[src/rtl/clk_div_ratio_ctrl_if.sv]
// Ratio request bus: level requests with per-lane ratios,
// answered by a one-hot grant pulse and a reject flag.
interface clk_div_ratio_ctrl_if #(
    parameter int NUM_REQ = 4
);
    logic [NUM_REQ-1:0]    i_req;
    logic [NUM_REQ*32-1:0] i_req_ratio;
    logic [NUM_REQ-1:0]    o_gnt;
    logic                  o_err;

    modport master (
        output i_req,
        output i_req_ratio,
        input  o_gnt,
        input  o_err
    );

    modport slave (
        input  i_req,
        input  i_req_ratio,
        output o_gnt,
        output o_err
    );
endinterface

[src/rtl/clk_div_ratio_ctrl.sv]
// Round-robin ratio arbiter that gates the divider off,
// drains, loads the new ratio and settles before re-enabling.
module clk_div_ratio_ctrl #(
    parameter int NUM_REQ       = 4,
    parameter int MAX_RATIO     = 1023,
    parameter int RESET_RATIO   = 2,
    parameter int DRAIN_CYCLES  = 4,
    parameter int SETTLE_CYCLES = 2
) (
    input  logic                 i_ref_clk,
    input  logic                 i_rst_n,
    input  logic                 i_enable,
    clk_div_ratio_ctrl_if.slave  req_if,
    output logic                 o_busy,
    output logic [31:0]          o_div_ratio,
    output logic                 o_clk_en
);
    localparam int PW = (NUM_REQ > 1) ? $clog2(NUM_REQ) : 1;

    typedef enum logic [1:0] {
        S_IDLE,
        S_DRAIN,
        S_LOAD,
        S_SETTLE
    } state_t;

    state_t               state_q;
    logic [PW-1:0]        ptr_q;
    logic [7:0]           cnt_q;
    logic [31:0]          pend_q;
    logic [NUM_REQ-1:0]   gnt_q;
    logic                 err_q;
    logic                 busy_q;
    logic [31:0]          ratio_q;
    logic                 clk_en_q;

    logic [31:0]          ratio_a [NUM_REQ];
    logic [PW-1:0]        idx;
    logic [PW-1:0]        win;
    logic                 found;
    logic [PW-1:0]        ptr_d;
    logic [NUM_REQ-1:0]   gnt_d;
    logic [31:0]          win_ratio;
    logic                 bad;
    logic                 noop;

    always_comb begin
        for (int k = 0; k < NUM_REQ; k++) begin
            ratio_a[k] = req_if.i_req_ratio[k*32 +: 32];
        end
    end

    // First set request at or above the pointer, wrapping upward
    always_comb begin
        found = 1'b0;
        win   = '0;
        idx   = '0;
        for (int i = 0; i < NUM_REQ; i++) begin
            idx = PW'((int'(ptr_q) + i) % NUM_REQ);
            if (!found && req_if.i_req[idx]) begin
                found = 1'b1;
                win   = idx;
            end
        end
    end

    always_comb begin
        gnt_d      = '0;
        gnt_d[win] = 1'b1;
        ptr_d      = (win == PW'(NUM_REQ - 1)) ? '0 : win + 1'b1;
        win_ratio  = ratio_a[win];
        bad        = (win_ratio < 32'd2) ||
                     (win_ratio > 32'(MAX_RATIO));
        noop       = (win_ratio == ratio_q) && clk_en_q;
    end

    always_ff @(posedge i_ref_clk or negedge i_rst_n) begin
        if (!i_rst_n) begin
            state_q  <= S_IDLE;
            ptr_q    <= '0;
            cnt_q    <= '0;
            pend_q   <= '0;
            gnt_q    <= '0;
            err_q    <= 1'b0;
            busy_q   <= 1'b0;
            ratio_q  <= 32'(RESET_RATIO);
            clk_en_q <= 1'b0;
        end else begin
            gnt_q <= '0;
            err_q <= 1'b0;
            unique case (state_q)
                S_IDLE: begin
                    if (found) begin
                        gnt_q <= gnt_d;
                        ptr_q <= ptr_d;
                        if (bad) begin
                            err_q <= 1'b1;
                        end else if (!noop) begin
                            pend_q   <= win_ratio;
                            clk_en_q <= 1'b0;
                            busy_q   <= 1'b1;
                            cnt_q    <= '0;
                            state_q  <= S_DRAIN;
                        end
                    end else begin
                        clk_en_q <= i_enable;
                    end
                end
                S_DRAIN: begin
                    if (cnt_q == 8'(DRAIN_CYCLES - 1)) begin
                        cnt_q   <= '0;
                        state_q <= S_LOAD;
                    end else begin
                        cnt_q <= cnt_q + 8'd1;
                    end
                end
                S_LOAD: begin
                    ratio_q <= pend_q;
                    cnt_q   <= '0;
                    state_q <= S_SETTLE;
                end
                S_SETTLE: begin
                    if (cnt_q == 8'(SETTLE_CYCLES - 1)) begin
                        cnt_q    <= '0;
                        clk_en_q <= i_enable;
                        busy_q   <= 1'b0;
                        state_q  <= S_IDLE;
                    end else begin
                        cnt_q <= cnt_q + 8'd1;
                    end
                end
                default: state_q <= S_IDLE;
            endcase
        end
    end

    assign req_if.o_gnt = gnt_q;
    assign req_if.o_err = err_q;
    assign o_busy       = busy_q;
    assign o_div_ratio  = ratio_q;
    assign o_clk_en     = clk_en_q;
endmodule
[src/flat_wrapper.sv]
// flat-port wrapper written by rule: the top's interface ports become plain ports
module clk_div_ratio_ctrl_flat 
#(
    parameter int NUM_REQ       = 4,
    parameter int MAX_RATIO     = 1023,
    parameter int RESET_RATIO   = 2,
    parameter int DRAIN_CYCLES  = 4,
    parameter int SETTLE_CYCLES = 2
)
  (i_ref_clk, i_rst_n, i_enable, o_busy, o_div_ratio, o_clk_en, req_if_i_req, req_if_i_req_ratio, req_if_o_gnt, req_if_o_err);
  clk_div_ratio_ctrl_if #(.NUM_REQ(NUM_REQ)) req_if_i ();
  input  logic i_ref_clk;
  input  logic i_rst_n;
  input  logic i_enable;
  output logic o_busy;
  output logic [31:0] o_div_ratio;
  output logic o_clk_en;
  input wire logic [$bits(req_if_i.i_req)-1:0] req_if_i_req;
  input wire logic [$bits(req_if_i.i_req_ratio)-1:0] req_if_i_req_ratio;
  output wire logic [$bits(req_if_i.o_gnt)-1:0] req_if_o_gnt;
  output wire logic [$bits(req_if_i.o_err)-1:0] req_if_o_err;
  assign req_if_i.i_req = req_if_i_req;
  assign req_if_i.i_req_ratio = req_if_i_req_ratio;
  assign req_if_o_gnt = req_if_i.o_gnt;
  assign req_if_o_err = req_if_i.o_err;
  clk_div_ratio_ctrl #(.NUM_REQ(NUM_REQ), .MAX_RATIO(MAX_RATIO), .RESET_RATIO(RESET_RATIO), .DRAIN_CYCLES(DRAIN_CYCLES), .SETTLE_CYCLES(SETTLE_CYCLES)) u_core (.i_ref_clk(i_ref_clk), .i_rst_n(i_rst_n), .i_enable(i_enable), .req_if(req_if_i), .o_busy(o_busy), .o_div_ratio(o_div_ratio), .o_clk_en(o_clk_en));
endmodule
[config.mk]
export PLATFORM = sky130hd
export DESIGN_NAME = clk_div_ratio_ctrl_flat
export DESIGN_NICKNAME = d
export VERILOG_FILES = /design/src/rtl/clk_div_ratio_ctrl_if.sv /design/src/rtl/clk_div_ratio_ctrl.sv /design/src/flat_wrapper.sv
export SDC_FILE = /design/constraint.sdc
export NUM_CORES = 1
export LEC_CHECK = 0
export ABC_AREA = 1
export BUFFER_PORTS_ARGS = -buffer_cell sky130_fd_sc_hd__buf_4
export CAP_MARGIN = 20
export CORE_ASPECT_RATIO = 1.1
export CORE_MARGIN = 2
export CORE_UTILIZATION = 59
export DETAILED_ROUTE_END_ITERATION = 8
export PLACE_DENSITY_LB_ADDON = 0.08
export SYNTH_ARGS = -nofsm -noshare
export SYNTH_HDL_FRONTEND = slang
export SYNTH_SLANG_ARGS = --single-unit
[constraint.sdc]
create_clock -name i_ref_clk -period 8 [get_ports i_ref_clk]
set_input_delay 0.8 -clock i_ref_clk [delete_from_list [all_inputs] [get_ports i_ref_clk]]
set_output_delay 0.8 -clock i_ref_clk [all_outputs]
set_load 0.005 [all_outputs]
==> impl_metrics.json, run 1 <==
{
  "maxCapViolations": 0,
  "postRouteAntennaNets": 0,
  "critPathBufInv": 2,
  "cp_cell_sequence": "inv_2, nand2_1, nand2_2, nand2_2, nand2_2, nor2_4, nand3_2, nand2_4, nand2_1, nand3_1, nand2_1, nor2_1, nand3_1, nor2_1, nand3_1, nor2_2, nand3_1, nand2_1, inv_1",
  "postCtsSetupBuffers": 0,
  "cts_sinks": 83,
  "ys_async_sr_fraction": 1.00,
  "grt_pass1_vias": 6864,
  "setup_viol": 0,
  "synth_adder_area_share": 0.0189,
  "synth_compound_area_frac": 0.0458,
  "multiInputGateArea_sq_um": 3750,
  "core_sq_um": 11000,
  "post-place-ws_ps": 3200,
  "status": "finished, final reports clean",
  "crit_path_max_incr_delay_ps": 860,
  "critPathRequiredTime_ps": 8230,
  "fin_worst_skew_ps": 8.53,
  "vias": 7625,
  "slew_viol_final": 0,
  "syn_area_sq_um": 6640,
  "cts.path.max_buffers": 2,
  "crit_type": "flop to flop",
  "wl_per_cell_um": 14.9,
  "hp-class": "input pin to async pin",
  "regArea_sq_um": 2080,
  "startpoint_type": "flop",
  "rr_endpoint": "u_core.pend_q[26]",
  "antennaDiodeCount": 0,
  "cts_buffers": 9,
  "crit_path_end": "u_core.pend_q[26]",
  "rsz0062_at_grt": "no",
  "grt_max_degree": 84,
  "rows": 40,
  "fp.dieArea_sq_um": 12100,
  "r2r_setup_slack_ps": 3380,
  "synth_mux_area_frac": 0,
  "avgSynthCellArea_sq_um": 6.01,
  "ys.flop_type": "dfrtp_1",
  "globalplace.congestion": 1.01,
  "initial_core_util": 0.605,
  "num_io_pins": 174,
  "slew_headroom": 0.331,
  "cts-resized-gates": 0,
  "wirelength_mm": 20.8,
  "cts_root_buf": "clkbuf_16",
  "finalHoldViolCount": 0,
  "synth_simple_gate_area_frac": 0.501,
  "path_delay_family": "simple AND/OR/NAND/NOR gates",
  "cp_slowest_cell": "nand2_4",
  "synth_cell_types": 33,
  "fill_cells": 955,
  "hold_buffers": 0,
  "die_h_um": 115,
  "io_buffers": 173,
  "final_common_cell": "nand2_1",
  "path_depth": 19,
  "via_per_inst": 5.46,
  "antenna_found_initial": 0,
  "overflow": 0,
  "final_cell_mix": "441 x nand2_1, 205 x nand3_1, 176 x buf_4, 131 x inv_1, 82 x dfrtp_1",
  "synth-xor-area-share": 0,
  "worst_slack_ps": 3380,
  "clkLatencyLatePin_ps": 350,
  "min_period_ps": 4620,
  "fin_tns_setup_ps": 0,
  "syn_to_final_growth_pct": 23.2,
  "cp_data_arrival_time_ps": 4850,
  "cts_tree": "done",
  "ys_ff_latch": 83,
  "period_share": 0.578,
  "final_nets": 1389,
  "dr.pass1.iters": 5,
  "ys_seq_area_frac": 0.313,
  "drc": 0,
  "syn_inst": 1104,
  "worstMarginPinSlew_ps": 1000,
  "drt_iter0_markers": 847,
  "end_kind": "flop",
  "hpwl_mm": 15.5,
  "synth_top_family_by_area": "simple AND/OR/NAND/NOR gates",
  "cts_htree_levels": 3,
  "power_density_nw_per_um2": 499,
  "fmax_mhz": 216,
  "worstPathMaxFanout": 83,
  "synth-edff-count": 0,
  "yosys_warnings": 0,
  "synth_nets": 1249,
  "die_w_um": 105,
  "gr-usage-all-layers": 0.346,
  "grt_pass1_wl_mm": 33.2,
  "rr_worst_depth": 19,
  "drive_gt1_frac": 0.173,
  "vdd.ir_drop.worst_mv": 0.459,
  "p_leak_nw": 4.64,
  "critPathLaunch": "u_core.ptr_q[0]",
  "crit-reg2reg-launch": "u_core.ptr_q[0]",
  "path_clk_slew_ps": 60
}
## worst reg2reg max path: stages, from the launching register on
cell	delay (ps)
dfrtp_1	550
inv_2	160
nand2_1	100
nand2_2	80
nand2_2	80
nand2_2	60
nor2_4	120
nand3_2	500
nand2_4	870
nand2_1	110
nand3_1	150
nand2_1	100
nor2_1	200
nand3_1	110
nor2_1	120
nand3_1	130
nor2_2	140
nand3_1	600
nand2_1	280
inv_1	60
## synth_stat cells (9+ instances only)
library cell  number  area [sq um]
nand3_1          205          1030
nand2_1          441          1660
o21ai_0           36           180
nand4_1           10          62.6
buf_2             24           120
dfrtp_1           82          2050
o21ai_1           14          70.1
nand3b_1          12          90.1
nor2_1            75           282
buf_4              9          67.6
inv_1            131           492
ha_1              10           125
## cell families (layout without fill, tap and decap cells)
| kind of cell | count (synthesis) | count (layout) |
|---|---|---|
| simple gates | 769 | 769 |
| flops | 83 | 83 |
| compound gates | 59 | 59 |
| buf+inv | 183 | 328 |
| fa+ha+maj | 10 | 10 |
## report_power, final
group | switching [mW] | total (mW) | leakage, nW | internal, mW
combinational | 2.27 | 3.19 | 3.34 | 0.912
sequential | 0.0262 | 0.474 | 1.14 | 0.447
clock | 0.177 | 0.421 | 0.151 | 0.244
total | 2.48 | 4.08 | 4.64 | 1.60
## sequential cells by signal (all words and copies together) (netlist names)
name and flops:
u_core.req_if.o_gnt 4, u_core.pend_q 32, u_core.ptr_q 2, u_core.state_q 2, u_core.o_busy 1, u_core.req_if.o_err 1
u_core.o_clk_en 1, u_core.o_div_ratio 32, u_core.cnt_q 8
## cell type report
type / count / area share
Inverter: 135 / 0.0623
Tap cell: 147 / 0.0225
Timing Repair Buffer: 177 / 0.165
Clock inverter: 7 / 0.00949
Clock buffer: 9 / 0.0275
Sequential cell: 83 / 0.254
Multi-Input combinational cell: 838 / 0.459
## worst min path at each step
stage	start	to	slack, ps	cells after the start
6_report	i_rst_n	u_core.req_if.o_gnt[2]	240	1
5_1_grt	i_rst_n	u_core.req_if.o_gnt[0]	240	1
3_3_place_gp	u_core.pend_q[27]	u_core.pend_q[27]	450	2
4_1_cts	i_rst_n	u_core.req_if.o_gnt[2]	240	1
3_5_place_dp	u_core.pend_q[31]	u_core.pend_q[31]	450	2
2_1_floorplan	u_core.pend_q[10]	u_core.pend_q[10]	440	2
## layer usage
metal | vias up | global-route usage | wire, um
met4 | 0 | 0.120 | 573
met2 | 371 | 0.568 | 9670
li1 | 3764 | - | -
met1 | 3445 | 0.468 | 8670
met5 | - | 0 | 0
met3 | 45 | 0.0567 | 1930
## stage by stage
stage / hold slack (ps) / instance area (sq um) / instances / power (mW) / util
floorplan: 436 / 6640 / 1104 / 2.95 / -
global placement: 450 / 7850 / 1379 / 3.52 / 0.716
detailed placement: 453 / 7850 / 1379 / 3.55 / 0.716
CTS: 238 / 8150 / 1395 / 4.00 / 0.743
global route: 242 / 8180 / 1396 / 4.49 / 0.746
finish: 239 / 8180 / 1396 / 4.08 / 0.746
No activity file was read; power rests on OpenSTA's default activity.
==> run 2: changes to the inputs <==
- CORE_UTILIZATION: 59 -> 54
- clock period: 8 -> 4.3 ns (I/O delays scaled with it)
==> impl_metrics.json, run 2 (synthesis gave the netlist of run 1 again) <==
{
  "clkLatencyLatePin_ps": 350,
  "p_sw_mw": 4.63,
  "crit_path_max_incr_delay_ps": 620,
  "io_buffers": 173,
  "postCtsSetupBuffers": 0,
  "cts-resized-gates": 0,
  "period_share": 0.896,
  "min_period_ps": 3850,
  "drt_iter0_markers": 749,
  "fp.dieArea_sq_um": 13200,
  "vdd.ir_drop.worst_mv": 1.16,
  "cp_cell_sequence": "inv_2, nand2_1, nand3_1, nand2_2, inv_1, nand2_1, nand2_1, nand2_4, buf_4, nand3_1, nand3_1, nand2_1, nand2_1, nand2_1, inv_1, nand2_1, nor2_1, nand2_1, nor2_1, nand3_1, nand3_1, buf_4, nand2_1, inv_1",
  "cpMostUsedCell": "nand2_1",
  "hpwl_mm": 15.5,
  "final_nets": 1393,
  "wl_per_cell_um": 14.7,
  "path_delay_family": "simple AND/OR/NAND/NOR gates",
  "p_leak_nw": 4.66,
  "worstMarginPinSlew_ps": 1030,
  "antennaDiodeCount": 0,
  "die_w_um": 110,
  "rows": 42,
  "combPwrFrac": 0.781,
  "cts_htree_levels": 3,
  "holdWs_ps": 465,
  "drive_gt1_frac": 0.174,
  "final_cell_mix": "441 x nand2_1, 205 x nand3_1, 178 x buf_4, 131 x inv_1, 82 x dfrtp_1",
  "layout.cells.non_filler": 1407,
  "p_sw_frac": 0.602,
  "die_h_um": 120,
  "drc": 0,
  "fin_worst_skew_ps": 9.15,
  "power_frac_seq": 0.115,
  "final_common_cell": "nand2_1",
  "end_kind": "flop",
  "core_sq_um": 12000,
  "p_clk_frac": 0.104,
  "vias": 7534,
  "slew_viol_final": 0,
  "critPathRequiredTime_ps": 4590,
  "critPathBufInv": 6,
  "syn_to_final_growth_pct": 24.1,
  "overflow": 0,
  "place_inst": 1389,
  "status": "finished, final reports clean",
  "cts_sinks": 83,
  "fmax_mhz": 260,
  "cts_root_buf": "clkbuf_16",
  "cts_buffers": 9,
  "gr-usage-all-layers": 0.313,
  "globalplace.congestion": 1.01,
  "startpoint_type": "flop",
  "cts_tree": "done",
  "hold_buffers": 0,
  "postLayoutCoreUtil": 0.684,
  "initial_core_util": 0.551,
  "wirelength_mm": 20.7,
  "p_int_mw": 3.05,
  "cts.path.max_buffers": 2,
  "grt_max_degree": 84,
  "hp-class": "input pin to async pin",
  "design_area_sq_um": 8230,
  "path_depth": 24,
  "rsz0062_at_grt": "no",
  "cp_data_arrival_time_ps": 4140,
  "power_density_nw_per_um2": 933,
  "setup_viol": 0,
  "placed_area_sq_um": 7890,
  "rr_worst_depth": 24,
  "postRouteAntennaNets": 0,
  "num_io_pins": 174,
  "maxCapViolations": 0,
  "antenna_found_initial": 0,
  "crit_type": "flop to flop",
  "finalHoldViolCount": 0,
  "grt_pass1_wl_mm": 32.2,
  "dr.pass1.iters": 5,
  "grt_pass1_vias": 6533,
  "path_clk_slew_ps": 70,
  "cp_slowest_cell": "buf_4",
  "via_per_inst": 5.35,
  "slew_headroom": 0.312,
  "fin_tns_setup_ps": 0,
  "worstPathMaxFanout": 81
}
[run 2: cell count changes in the layout (fill, tap and decap cells not counted), sizes merged]
cell         delta
clkinv          -2
dlygate4sd3     +1
inv             -1
clkbuf          +3
buf             +3
[run 2: worst paths after layout]
kind,from,to,slack [ps]
min in group i_ref_clk,u_core.pend_q[24],u_core.pend_q[24],470
min,i_rst_n,u_core.req_if.o_gnt[1],470
max reg2reg,u_core.ptr_q[0],u_core.pend_q[28],450
max in group asynchronous,i_rst_n,u_core.o_div_ratio[1],3210
max,u_core.ptr_q[0],u_core.pend_q[28],450
min reg2reg,u_core.pend_q[24],u_core.pend_q[24],470
[run 2: through the flow]
stage	worst slack, ps	total power, mW
floorplan	1660	5.50
global placement	581	6.70
detailed placement	491	6.74
CTS	473	7.56
global route	97.8	8.44
finish	447	7.68
[run 2: final cells by class]
type	instances	area, sq um
Fill cell	1140	3800
Sequential cell	83	2080
Timing Repair Buffer	181	1390
Multi-Input combinational cell	838	3750
Clock buffer	12	256
Inverter	135	509
Clock inverter	4	48.8
Tap cell	154	193
[run 2: metal layers]
metal,vias to the layer above,share of wire,track usage
li1,3756,-,-
met1,3433,0.43,0.433
met4,0,0.025,0.102
met3,42,0.080,0.0485
met5,-,0,0
met2,303,0.46,0.499
[run 2: power groups by stage]
stage                     logic [mW]  registers, mW  clock network [mW]
after CTS                       5.88          0.879               0.804
final                           6.00          0.880               0.801
after floorplan                 4.62          0.877                   0
after detailed placement        5.84          0.893                   0
after global placement          5.81          0.891                   0
after global routing            6.72          0.886               0.831
==> run 3: changes to the inputs <==
- GPL_TIMING_DRIVEN: not set -> 0
==> impl_metrics.json, run 3 (synthesis gave the netlist of run 1 again) <==
{
  "min_period_ps": 3410,
  "io_buffers": 173,
  "die_w_um": 110,
  "hp-class": "input pin to async pin",
  "vias": 7990,
  "status": "finished, final reports clean",
  "final_common_cell": "nand2_1",
  "slew_headroom": 0.564,
  "fin_tns_setup_ps": 0,
  "core_sq_um": 12000,
  "overflow": 0,
  "cts_root_buf": "clkbuf_16",
  "cts_buffers": 9,
  "fp.dieArea_sq_um": 13200,
  "drc": 0,
  "cts_tree": "done",
  "drt_iter0_markers": 833,
  "die_h_um": 120,
  "postCtsSetupBuffers": 0,
  "final_nets": 1435,
  "clkLatencyLatePin_ps": 350,
  "globalplace.congestion": 0.959,
  "worstMarginPinSlew_ps": 654,
  "postRouteAntennaNets": 0,
  "slew_viol_final": 0,
  "grt_max_degree": 84,
  "fmax_mhz": 293,
  "cts.path.max_buffers": 2,
  "post-place-ws_ps": 927,
  "grt_pass1_wl_mm": 36.7,
  "maxCapViolations": 0,
  "wl_per_cell_um": 16.9,
  "drive_gt1_frac": 0.195,
  "startpoint_type": "flop",
  "syn_to_final_growth_pct": 27.3,
  "grt_pass1_vias": 7268,
  "critPathRequiredTime_ps": 4540,
  "path_clk_slew_ps": 70,
  "via_per_inst": 5.51,
  "num_io_pins": 174,
  "antennaDiodeCount": 0,
  "cts_sinks": 83,
  "cp_data_arrival_time_ps": 3650,
  "initial_core_util": 0.551,
  "rsz0062_at_grt": "no",
  "gr-usage-all-layers": 0.369,
  "dr.pass1.iters": 6,
  "period_share": 0.793,
  "setup_viol": 0,
  "hpwl_mm": 19.0,
  "worst_slack_ps": 889,
  "wirelength_mm": 24.5,
  "finalHoldViolCount": 0,
  "end_kind": "flop",
  "worstPathMaxFanout": 10,
  "fin_worst_skew_ps": 8.94,
  "rows": 42,
  "final_cell_mix": "441 x nand2_1, 205 x nand3_1, 182 x buf_4, 131 x inv_1, 82 x dfrtp_1",
  "cts_htree_levels": 3,
  "crit_type": "flop to flop",
  "antenna_found_initial": 0
}
==> run 3: per-layer routing <==
metal	wire [um]	global-route usage
met3	2500	0.0706
met2	11400	0.598
met5	0	0
met4	975	0.165
met1	9560	0.473
==> run 3: final timing paths <==
| kind | startpoint | endpoint | slack [ps] | depth (start not counted) |
|---|---|---|---|---|
| setup / recovery | u_core.ptr_q[0] | u_core.pend_q[5] | 890 | 23 |
| hold / removal | i_rst_n | u_core.pend_q[6] | 460 | 2 |
| setup reg to reg | u_core.ptr_q[0] | u_core.pend_q[5] | 890 | 23 |
| hold reg to reg | u_core.pend_q[24] | u_core.pend_q[24] | 460 | 2 |
| max in group asynchronous | i_rst_n | u_core.pend_q[17] | 3210 | 3 |
| min in group i_ref_clk | u_core.pend_q[24] | u_core.pend_q[24] | 460 | 2 |
==> run 3: layout make-up <==
cell class | instances | area [sq um]
Tap cell | 154 | 193
Fill cell | 1133 | 3580
Timing Repair Buffer | 175 | 1340
Clock buffer | 10 | 239
Inverter | 135 | 509
Clock inverter | 6 | 46.3
Multi-Input combinational cell | 838 | 3750
Buffer | 48 | 297
Sequential cell | 83 | 2080
==> run 3: worst max-delay path, cell delays in order (launching register included) <==
cell and delay, ps:
dfrtp_1 380, buf_4 170, nand2_1 80, nand3_1 130, nand2_2 120, inv_1 60
nand3_1 120, nand2_4 110, nand2_4 140, buf_2 300, nand2_1 100, nand3_1 130
nand2_1 90, nand2_1 110, nand2_1 60, nor2_1 190, nand2_1 100, nor2_1 100
nand2_1 60, nor2_1 170, nand2_1 140, nand3_4 160, buf_6 180, o21ai_1 70
==> run 3: timing repair <==
action	in CTS	in global routing
resized for setup	0	0
hold buffers	0	1
endpoints found under the hold margin	0	10
==> run 3: through the flow <==
stage / area, sq um / hold WS [ps] / instances / util
6_report: 8450 / 461 / 1449 / 0.702
2_1_floorplan: 6640 / 134 / 1104 / -
3_5_place_dp: 8130 / 452 / 1431 / 0.675
3_3_place_gp: 8130 / 449 / 1431 / 0.675
5_1_grt: 8450 / 484 / 1449 / 0.702
4_1_cts: 8410 / 306 / 1447 / 0.699
Power of run 3 is left out: the tool's default activity adds up to more than one toggle a clock period on the data nets, which glitch-free logic cannot reach.
